==> src/rtl/fwd_pkg.sv <==
// Shared types and helpers for the forwarding scoreboard.
// The slot record holds only what bypass and hazard decisions need.
package fwd_pkg;

  // The rd field is sized for the widest supported register file.
  // Narrower register addresses are zero-extended into it.
  localparam int unsigned RD_MAX_W   = 8;
  localparam int unsigned MAX_SLOTS  = 16;
  localparam int unsigned FWD_SEL_RF = 0;

  typedef struct packed {
    logic                valid;
    logic [RD_MAX_W-1:0] rd;
    logic                regwrite;
    logic                is_load;
  } slot_t;

  // A slot can supply a value only if it really writes a register other than r0.
  function automatic logic slot_live(input slot_t s);
    return s.valid && s.regwrite && (s.rd != '0);
  endfunction

  // Returns the lowest set index at or above 1, which is the youngest producer.
  // Bit 0 is the consumer itself and is never a source.
  function automatic int unsigned youngest_match(input logic [MAX_SLOTS-1:0] hit);
    youngest_match = FWD_SEL_RF;
    for (int unsigned k = MAX_SLOTS - 1; k >= 1; k--) begin
      if (hit[k]) youngest_match = k;
    end
  endfunction

endpackage

==> src/rtl/fwd_operand_match.sv <==
// Per-operand compare against all tracked slots.
// Produces the EX bypass select and the ID load-use hazard for one source operand.
module fwd_operand_match
  import fwd_pkg::*;
#(
  parameter int unsigned REG_AW     = 5,
  parameter int unsigned STAGES     = 3,
  parameter int unsigned LOAD_STAGE = 2,
  parameter int unsigned SELW       = 2
) (
  input  slot_t             slots [STAGES],
  input  logic [REG_AW-1:0] ex_rs,
  input  logic              ex_used,
  input  logic [REG_AW-1:0] id_rs,
  input  logic              id_used,
  output logic [SELW-1:0]   sel,
  output logic              load_hazard
);

  logic [RD_MAX_W-1:0]  ex_rs_x;
  logic [RD_MAX_W-1:0]  id_rs_x;
  logic [MAX_SLOTS-1:0] hit;

  assign ex_rs_x = RD_MAX_W'(ex_rs);
  assign id_rs_x = RD_MAX_W'(id_rs);

  always_comb begin
    // NOTE: every output of a combinational block gets a default first, so no path can infer a latch.
    hit         = '0;
    load_hazard = 1'b0;
    for (int unsigned k = 0; k < STAGES; k++) begin
      if (k >= 1 && ex_used && slot_live(slots[k]) && slots[k].rd == ex_rs_x)
        hit[k] = 1'b1;
      // A load in slot j reaches the consumer's EX at slot j+1; too early to bypass there.
      if (id_used && slot_live(slots[k]) && slots[k].is_load &&
          slots[k].rd == id_rs_x && (k + 1) < LOAD_STAGE)
        load_hazard = 1'b1;
    end
  end

  assign sel = SELW'(youngest_match(hit));

endmodule

==> src/rtl/fwd_scoreboard.sv <==
// Operand bypass select and load-use stall unit for an N-stage in-order pipeline.
// Define FWD_SCOREBOARD_STATS_EN to add saturating stall/forward event counters.
module fwd_scoreboard
  import fwd_pkg::*;
#(
  parameter  int unsigned REG_AW     = 5,
  parameter  int unsigned NUM_SRC    = 2,
  parameter  int unsigned STAGES     = 3,
  parameter  int unsigned LOAD_STAGE = 2,
  localparam int unsigned SELW       = $clog2(STAGES)
) (
  input  logic                      clk_i,
  input  logic                      rst_i,
  input  logic                      id_valid_i,
  input  logic [NUM_SRC*REG_AW-1:0] id_rs_i,
  input  logic [NUM_SRC-1:0]        id_rs_used_i,
  input  logic [REG_AW-1:0]         id_rd_i,
  input  logic                      id_regwrite_i,
  input  logic                      id_is_load_i,
  input  logic                      flush_i,
  output logic                      stall_o,
  output logic [NUM_SRC*SELW-1:0]   ex_fwd_sel_o,
  output logic [NUM_SRC*REG_AW-1:0] ex_rs_o
`ifdef FWD_SCOREBOARD_STATS_EN
  ,
  output logic [31:0]               stall_cnt_o,
  output logic [31:0]               fwd_cnt_o
`endif
);

  if (STAGES < 2 || STAGES > MAX_SLOTS || LOAD_STAGE < 1 || LOAD_STAGE >= STAGES ||
      REG_AW > RD_MAX_W) begin : g_bad_cfg
    $error("fwd_scoreboard: unsupported parameter combination");
  end

  slot_t                     slots [STAGES];
  slot_t                     id_entry;
  logic [NUM_SRC*REG_AW-1:0] ex_rs_q;
  logic [NUM_SRC-1:0]        ex_used_q;
  logic [NUM_SRC-1:0]        hazard;
  logic                      bubble;

  assign id_entry = '{valid: 1'b1, rd: RD_MAX_W'(id_rd_i),
                      regwrite: id_regwrite_i, is_load: id_is_load_i};

  assign stall_o = id_valid_i && !flush_i && (|hazard);
  assign bubble  = stall_o || flush_i || !id_valid_i;
  assign ex_rs_o = ex_rs_q;

  // Slot 0 is the instruction now in EX; each edge ages every entry by one slot.
  always_ff @(posedge clk_i or negedge rst_i) begin
    if (!rst_i) begin
      for (int unsigned k = 0; k < STAGES; k++) slots[k] <= '0;
      ex_rs_q   <= '0;
      ex_used_q <= '0;
    end else begin
      // NOTE: non-blocking assignments make every slot read its neighbour's pre-edge value, giving a true shift.
      slots[0] <= bubble ? slot_t'('0) : id_entry;
      for (int unsigned k = 1; k < STAGES; k++) slots[k] <= slots[k-1];
      ex_rs_q   <= bubble ? '0 : id_rs_i;
      ex_used_q <= bubble ? '0 : id_rs_used_i;
    end
  end

  for (genvar i = 0; i < NUM_SRC; i++) begin : g_src
    fwd_operand_match #(
      .REG_AW     (REG_AW),
      .STAGES     (STAGES),
      .LOAD_STAGE (LOAD_STAGE),
      .SELW       (SELW)
    ) u_match (
      .slots       (slots),
      .ex_rs       (ex_rs_q[i*REG_AW +: REG_AW]),
      .ex_used     (ex_used_q[i]),
      .id_rs       (id_rs_i[i*REG_AW +: REG_AW]),
      .id_used     (id_rs_used_i[i]),
      .sel         (ex_fwd_sel_o[i*SELW +: SELW]),
      .load_hazard (hazard[i])
    );
  end

`ifdef FWD_SCOREBOARD_STATS_EN
  always_ff @(posedge clk_i or negedge rst_i) begin
    if (!rst_i) begin
      stall_cnt_o <= '0;
      fwd_cnt_o   <= '0;
    end else begin
      if (stall_o && stall_cnt_o != '1) stall_cnt_o <= stall_cnt_o + 32'd1;
      if ((|ex_fwd_sel_o) && fwd_cnt_o != '1) fwd_cnt_o <= fwd_cnt_o + 32'd1;
    end
  end
`endif

endmodule

==> config.mk <==
export PLATFORM = sky130hd
export DESIGN_NAME = fwd_scoreboard
export DESIGN_NICKNAME = d
export VERILOG_FILES = /design/src/rtl/fwd_pkg.sv /design/src/rtl/fwd_operand_match.sv /design/src/rtl/fwd_scoreboard.sv
export SDC_FILE = /design/constraint.sdc
export NUM_CORES = 1
export LEC_CHECK = 0
export ABC_AREA = 1
export CAP_MARGIN = 30
export CORE_MARGIN = 10
export CORE_UTILIZATION = 48
export DETAILED_ROUTE_END_ITERATION = 7
export GPL_TIMING_DRIVEN = 0
export PLACE_DENSITY = 0.78
export SETUP_SLACK_MARGIN = 0.05
export SLEW_MARGIN = 0
export SYNTH_ARGS = -nofsm -noshare
export SYNTH_HDL_FRONTEND = slang
export SYNTH_SLANG_ARGS = --single-unit
==> constraint.sdc <==
create_clock -name clk_i -period 1.3 [get_ports clk_i]
set_input_delay 0.26 -clock clk_i [delete_from_list [all_inputs] [get_ports clk_i]]
set_output_delay 0.26 -clock clk_i [all_outputs]
set_load 0.05 [all_outputs]
==> flow_metrics.env, run 1 <==
export IMPL_synthTopCellsByArea="dfrtp_1, nand2_1, nor2_1, inv_1, xnor2_1"
export IMPL_timing_rr_end="ex_rs_o[9]$_DFF_PN0_"
export IMPL_regToRegSetupSlack_ns=-0.17
export IMPL_die_h_um=76.9
export IMPL_fp_row_count=20
export IMPL_maxCapViolCount=0
export IMPL_whs_endpoint="ex_rs_o[7]$_DFF_PN0_"
export IMPL_grt_pass1_vias=1340
export IMPL_skew_ns=0.00618
export IMPL_dp_slack_ns=-1.11
export IMPL_clock_sinks=34
export IMPL_slowest_delay_ns=0.50
export IMPL_coreArea_um2=3080
export IMPL_yosysWarnings=0
export IMPL_p_total_uw=2130
export IMPL_h_tree_depth=2
export IMPL_postSynthCellCount=186
export IMPL_netlist_area_leader_share=0.547
export IMPL_syn_area_um2=1560
export IMPL_die_area_um2=5920
export IMPL_grt_max_degree=35
export IMPL_drive_gt1_frac=0.358
export IMPL_final_nets=265
export IMPL_place_congestion=0.866
export IMPL_final_common_cell="nand2_1"
export IMPL_syn_nets=209
export IMPL_synth_distinct_cells=17
export IMPL_antenna_found_initial=0
export IMPL_io_buffers=37
export IMPL_clk_path_buf_depth=2
export IMPL_yosysSeqAreaShare=0.547
export IMPL_finalWorstSetupSlack_ns=-0.577
export IMPL_peakVddDrop_mv=0.609
export IMPL_initial_core_util=0.506
export IMPL_viasPerCell=4.67
export IMPL_fin_crit_ns=1.88
export IMPL_cp_start_kind="primary input"
export IMPL_syn_area_per_cell_um2=8.37
export IMPL_crit_arrival_ns=1.62
export IMPL_grt_usage=0.122
export IMPL_fmax_mhz=533
export IMPL_grt_pass1_wl_um=5790
export IMPL_setup_viol=26
export IMPL_hp_start="id_rs_i[7]"
export IMPL_crit_chain="clkdlybuf4s50_1 -> inv_1 -> nand2_1 -> nand2_1 -> nor2_1 -> nand3_1 -> nand2_1 -> nand2_2 -> nor2_4 -> buf_8"
export IMPL_rr_worst_depth=11
export IMPL_die_x_um=76.9
export IMPL_num_antenna_cells=0
export IMPL_wl_per_cell_um=13.4
export IMPL_hold_path_class="primary input to flip-flop"
export IMPL_clk_latency_ns=0.33
export IMPL_cts_root_buf="clkbuf_4"
export IMPL_vias=1340
export IMPL_required_ns=1.04
export IMPL_cts_tree="yes"
export IMPL_grt_ovfl_total=0
export IMPL_cp_slowest_cell="clkdlybuf4s50_1"
export IMPL_dp_hpwl_um=2700
export IMPL_clkTransAtPathRegs_ns=0.09
export IMPL_layout_common_cells="nand2_1, inv_1, dfrtp_1, clkdlybuf4s50_1, nor2_1"
export IMPL_worstSetupPathType="primary input to primary output"
export IMPL_tightest_slew_ns=0.717
export IMPL_io_pin_count=38
export IMPL_cts_buffers=5
export IMPL_yosysTopAreaCell="dfrtp_1"
export IMPL_cp_end_kind="primary output"
export IMPL_drtIter0Drc=61
export IMPL_ys_ff_latch=34
export IMPL_period_share=1.44
export IMPL_powerDensity_nw_per_um2=907
export IMPL_slew_violations=0
export IMPL_outcome="complete, but fails checks"
export IMPL_p_leak_uw=0.00117
export IMPL_first_pass_iters=4
export IMPL_relSlewSlack=0.522
export IMPL_area_growth_syn_to_layout_pct=50.6
export IMPL_drc=0
export IMPL_rsz0062_at_grt="yes"
export IMPL_timing_rr_start="slots[24]$_DFF_PN0_"
export IMPL_hold_violations=0
export IMPL_finalWirelength_um=3860
export IMPL_hold_depth=3
export IMPL_worstPathMaxFanout=2
export IMPL_ant_nets=0
export IMPL_cp_common_cell="nand2_1"
export IMPL_violations="setup timing"
-- routing by layer --
layer / part of all wire / GRT usage
met1: 0.40 / 0.115
met2: 0.51 / 0.212
met3: 0.072 / 0.0618
met4: 0.023 / 0.0613
met5: 0 / 0
-- state kept, by name, summed over array words and instances, names as in the netlist --
register / flops
slots: 22
ex_rs_o: 10
ex_used_q: 2
-- how the worst max path moves through the flow --
| stage | from | end | cells past startpoint |
|---|---|---|---|
| 2_1_floorplan | ex_rs_o[2]$_DFF_PN0_ | ex_fwd_sel_o[1] | 4 |
| 3_3_place_gp | id_rs_i[5] | stall_o | 10 |
| 3_5_place_dp | id_rs_i[0] | stall_o | 10 |
| 4_1_cts | ex_rs_o[7]$_DFF_PN0_ | ex_fwd_sel_o[3] | 6 |
| 5_1_grt | slots[25]$_DFF_PN0_ | stall_o | 9 |
| 6_report | id_rs_i[2] | stall_o | 10 |
-- report_power, final --
group	internal (µW)	switching, µW
Combinational	182	202
Sequential	1100	47.6
Clock	262	330
-- cell usage after synthesis, drive strengths merged --
| master | number |
|---|---|
| xor2 | 4 |
| nand3 | 5 |
| dfrtp | 34 |
| or2 | 1 |
| buf | 2 |
| a21oi | 2 |
| nand3b | 1 |
| nor3 | 3 |
| xnor2 | 10 |
| nand4 | 6 |
| nand2 | 45 |
| nor2 | 38 |
| inv | 34 |
| o211ai | 1 |
-- layout make-up --
class,instances,area [µm²]
Clock inverter,1,5.00
Buffer,2,22.5
Sequential cell,34,868
Tap cell,44,55.1
Clock buffer,7,55.1
Multi-Input combinational cell,116,689
Fill cell,220,734
Timing Repair Buffer,49,520
Inverter,34,128
-- through the flow --
step / util / TNS [ns] / area [µm²] / hold WS (ns) / instances
after floorplan: - / -1.48 / 1610 / -0.0356 / 186
after global placement: 0.661 / -35.61 / 2040 / 0.361 / 267
after detailed placement: 0.660 / -13.19 / 2030 / 0.352 / 267
after CTS: 0.703 / -3.40 / 2160 / 0.405 / 281
after global routing: 0.761 / -8.65 / 2340 / 0.222 / 287
final: 0.761 / -6.29 / 2340 / 0.249 / 287
-- cell families (layout without fill, tap and decap cells) --
| kind of cell | after synthesis | count (layout) | share of synthesized area |
|---|---|---|---|
| buffers and inverters | 36 | 93 | 0.0965 |
| AO/OA/AOI/OAI | 3 | 3 | 0.0113 |
| flip-flops | 34 | 34 | 0.547 |
| AND/OR/NAND/NOR | 99 | 99 | 0.267 |
| XOR/XNOR | 14 | 14 | 0.0788 |
-- worst max-delay path: cells and delay by family --
family,cells,cell delay (ns)
buf+inv,3,0.72
simple gates,7,0.63
-- timing repair --
action,4_1_cts,5_1_grt
hold buffers,1,0
pin swaps,7,17
cloned,2,0
endpoints found under the setup margin,35,34
endpoints found under the hold margin,34,0
resized for setup,106,45
setup buffers,3,6
No activity file was read; power rests on OpenSTA's default activity.
==> inputs of run 2 (changes only) <==
Settings changed: CORE_UTILIZATION 48 to 44, PLACE_DENSITY 0.78 to 0.75.
Clock period 1.3 ns to 1.5 ns, I/O delays scaled along.
==> run 2 against run 1 <==
Against the previous run: the run still ends with setup timing left; sequential share of layout area rose by 3.3 points; largest power group unchanged; first-iteration DRC count fell by 51%; sequential cell count did not move; critical path depth fell by 6; routed wire length fell by 8.4%; critical endpoint is now ex_fwd_sel_o[0]; core utilization fell by 13 points; critical path type is now flip-flop to primary output.
==> flow_metrics.env, run 2 (synthesized netlist as in run 1, its figures left out) <==
export IMPL_multi_input_area_um2=627
export IMPL_finalWorstSetupSlack_ns=-0.444
export IMPL_cp_start_kind="flip-flop"
export IMPL_period_share=1.30
export IMPL_h_tree_depth=2
export IMPL_cts_buffers=5
export IMPL_grt_ovfl_total=0
export IMPL_seqCellArea_um2=865
export IMPL_clock_sinks=34
export IMPL_num_antenna_cells=0
export IMPL_area_growth_syn_to_layout_pct=37.7
export IMPL_die_x_um=79.5
export IMPL_slowest_delay_ns=0.45
export IMPL_regMostFlops="slots"
export IMPL_relSlewSlack=0.508
export IMPL_layout_common_cells="nand2_1, inv_1, nor2_1"
export IMPL_p_total_uw=1760
export IMPL_coreArea_um2=3390
export IMPL_rsz0062_at_grt="yes"
export IMPL_timing_rr_start="slots[24]$_DFF_PN0_"
export IMPL_die_area_um2=6320
export IMPL_crit_chain="xnor2_2 -> nand4_1 -> nor3_4 -> buf_6"
export IMPL_maxCapViolCount=0
export IMPL_place_congestion=0.869
export IMPL_largest_reg_flops=22
export IMPL_setup_viol=6
export IMPL_regToRegSetupSlack_ns=0.16
export IMPL_worstPathMaxFanout=4
export IMPL_cts_root_buf="clkbuf_4"
export IMPL_fin_crit_ns=1.94
export IMPL_antenna_found_initial=0
export IMPL_dp_slack_ns=-0.978
export IMPL_ctsHoldBuffers=0
export IMPL_skew_ns=0.00276
export IMPL_dp_hpwl_um=2690
export IMPL_drc=0
export IMPL_cp_slowest_cell="dfrtp_2"
export IMPL_peakVddDrop_mv=0.486
export IMPL_initial_core_util=0.459
export IMPL_required_ns=1.20
export IMPL_worstSetupPathType="flip-flop to primary output"
export IMPL_clk_latency_ns=0.34
export IMPL_viasPerCell=4.54
export IMPL_io_buffers=37
export IMPL_cts_tree="yes"
export IMPL_grt_usage=0.115
export IMPL_nFillCells=274
export IMPL_cp_endpoint="ex_fwd_sel_o[0]"
export IMPL_startpoint="ex_rs_o[3]$_DFF_PN0_"
export IMPL_clkTransAtPathRegs_ns=0.10
export IMPL_final_common_cell="nand2_1"
export IMPL_first_pass_iters=4
export IMPL_cp_end_kind="primary output"
export IMPL_vias=1285
export IMPL_wl_per_cell_um=12.5
export IMPL_drtIter0Drc=30
export IMPL_slew_violations=0
export IMPL_grt_max_degree=35
export IMPL_fmax_mhz=514
export IMPL_fp_row_count=21
export IMPL_grt_pass1_vias=1331
export IMPL_tightest_slew_ns=0.738
export IMPL_drive_gt1_frac=0.249
export IMPL_grt_pass1_wl_um=5730
export IMPL_powerDensity_nw_per_um2=822
export IMPL_finalWirelength_um=3540
export IMPL_outcome="complete, but fails checks"
export IMPL_violations="setup timing"
export IMPL_p_leak_uw=0.00112
export IMPL_crit_arrival_ns=1.64
export IMPL_final_nets=259
export IMPL_hold_path_class="primary input to async pin"
export IMPL_timing_rr_end="ex_rs_o[0]$_DFF_PN0_"
export IMPL_hold_violations=0
export IMPL_io_pin_count=38
export IMPL_die_h_um=79.5
export IMPL_ant_nets=0
export IMPL_rr_worst_depth=10
export IMPL_clk_path_buf_depth=2
run 2: changes by cell type in the layout (fill, tap and decap cells not counted), moves of 5 or more:
cell	change
nor2_1	+10
buf_2	+7
nor2_2	-9
buf_6	-9
buf_8	-5
run 2: power breakdown:
part	internal (µW)	switching [µW]
registers	954	36.0
clock network	187	298
logic	129	158
total	1270	492
run 2: through the flow:
| step | cells | TNS, ns | hold slack, ns | utilization | instance area [µm²] |
|---|---|---|---|---|---|
| 3_5_place_dp | 269 | -7.53 | 0.374 | 0.600 | 2030 |
| 2_1_floorplan | 186 | -0.817 | 0.00441 | - | 1610 |
| 6_report | 283 | -2.18 | 0.00882 | 0.632 | 2140 |
| 3_3_place_gp | 269 | -25.22 | 0.361 | 0.601 | 2040 |
| 4_1_cts | 277 | -2.04 | 0.0323 | 0.619 | 2100 |
| 5_1_grt | 283 | -2.64 | 0.0755 | 0.632 | 2140 |
run 2: routing by layer:
metal / vias to the layer above / track usage / part of all wire
li1: 651 / - / -
met1: 581 / 0.124 / 0.42
met2: 42 / 0.186 / 0.48
met3: 11 / 0.0495 / 0.071
met4: 0 / 0.0663 / 0.032
met5: - / 0 / 0
run 2: area by class of cell:
class,instances,share of cell area
Inverter,34,0.0595
Sequential cell,34,0.403
Timing Repair Buffer,43,0.183
Multi-Input combinational cell,116,0.292
Buffer,2,0.0123
Clock buffer,8,0.0228
Tap cell,46,0.0269
run 2: critical path: cells and delay by family, from the launching register on:
kind / cells / cell delay (ns)
flip-flops: 1 / 0.45
XOR/XNOR: 1 / 0.18
buffers and inverters: 1 / 0.20
AND/OR/NAND/NOR: 2 / 0.47
run 2: repair_timing:
item                                    4_1_cts  5_1_grt
pin swaps                                     6       10
cloned                                        0        1
gates resized for setup                      67       24
setup buffers                                 0        5
endpoints found under the setup margin       15       32
run 2: how the worst min path moves through the flow:
| stage | startpoint | endpoint | slack (ns) |
|---|---|---|---|
| 5_1_grt | rst_i | slots[25]$_DFF_PN0_ | 0.08 |
| 3_3_place_gp | slots[21]$_DFF_PN0_ | slots[10]$_DFF_PN0_ | 0.36 |
| 6_report | rst_i | slots[26]$_DFF_PN0_ | 0.009 |
| 4_1_cts | rst_i | ex_used_q[1]$_DFF_PN0_ | 0.03 |
| 3_5_place_dp | slots[32]$_DFF_PN0_ | slots[21]$_DFF_PN0_ | 0.37 |
| 2_1_floorplan | rst_i | ex_rs_o[0]$_DFF_PN0_ | 0.004 |
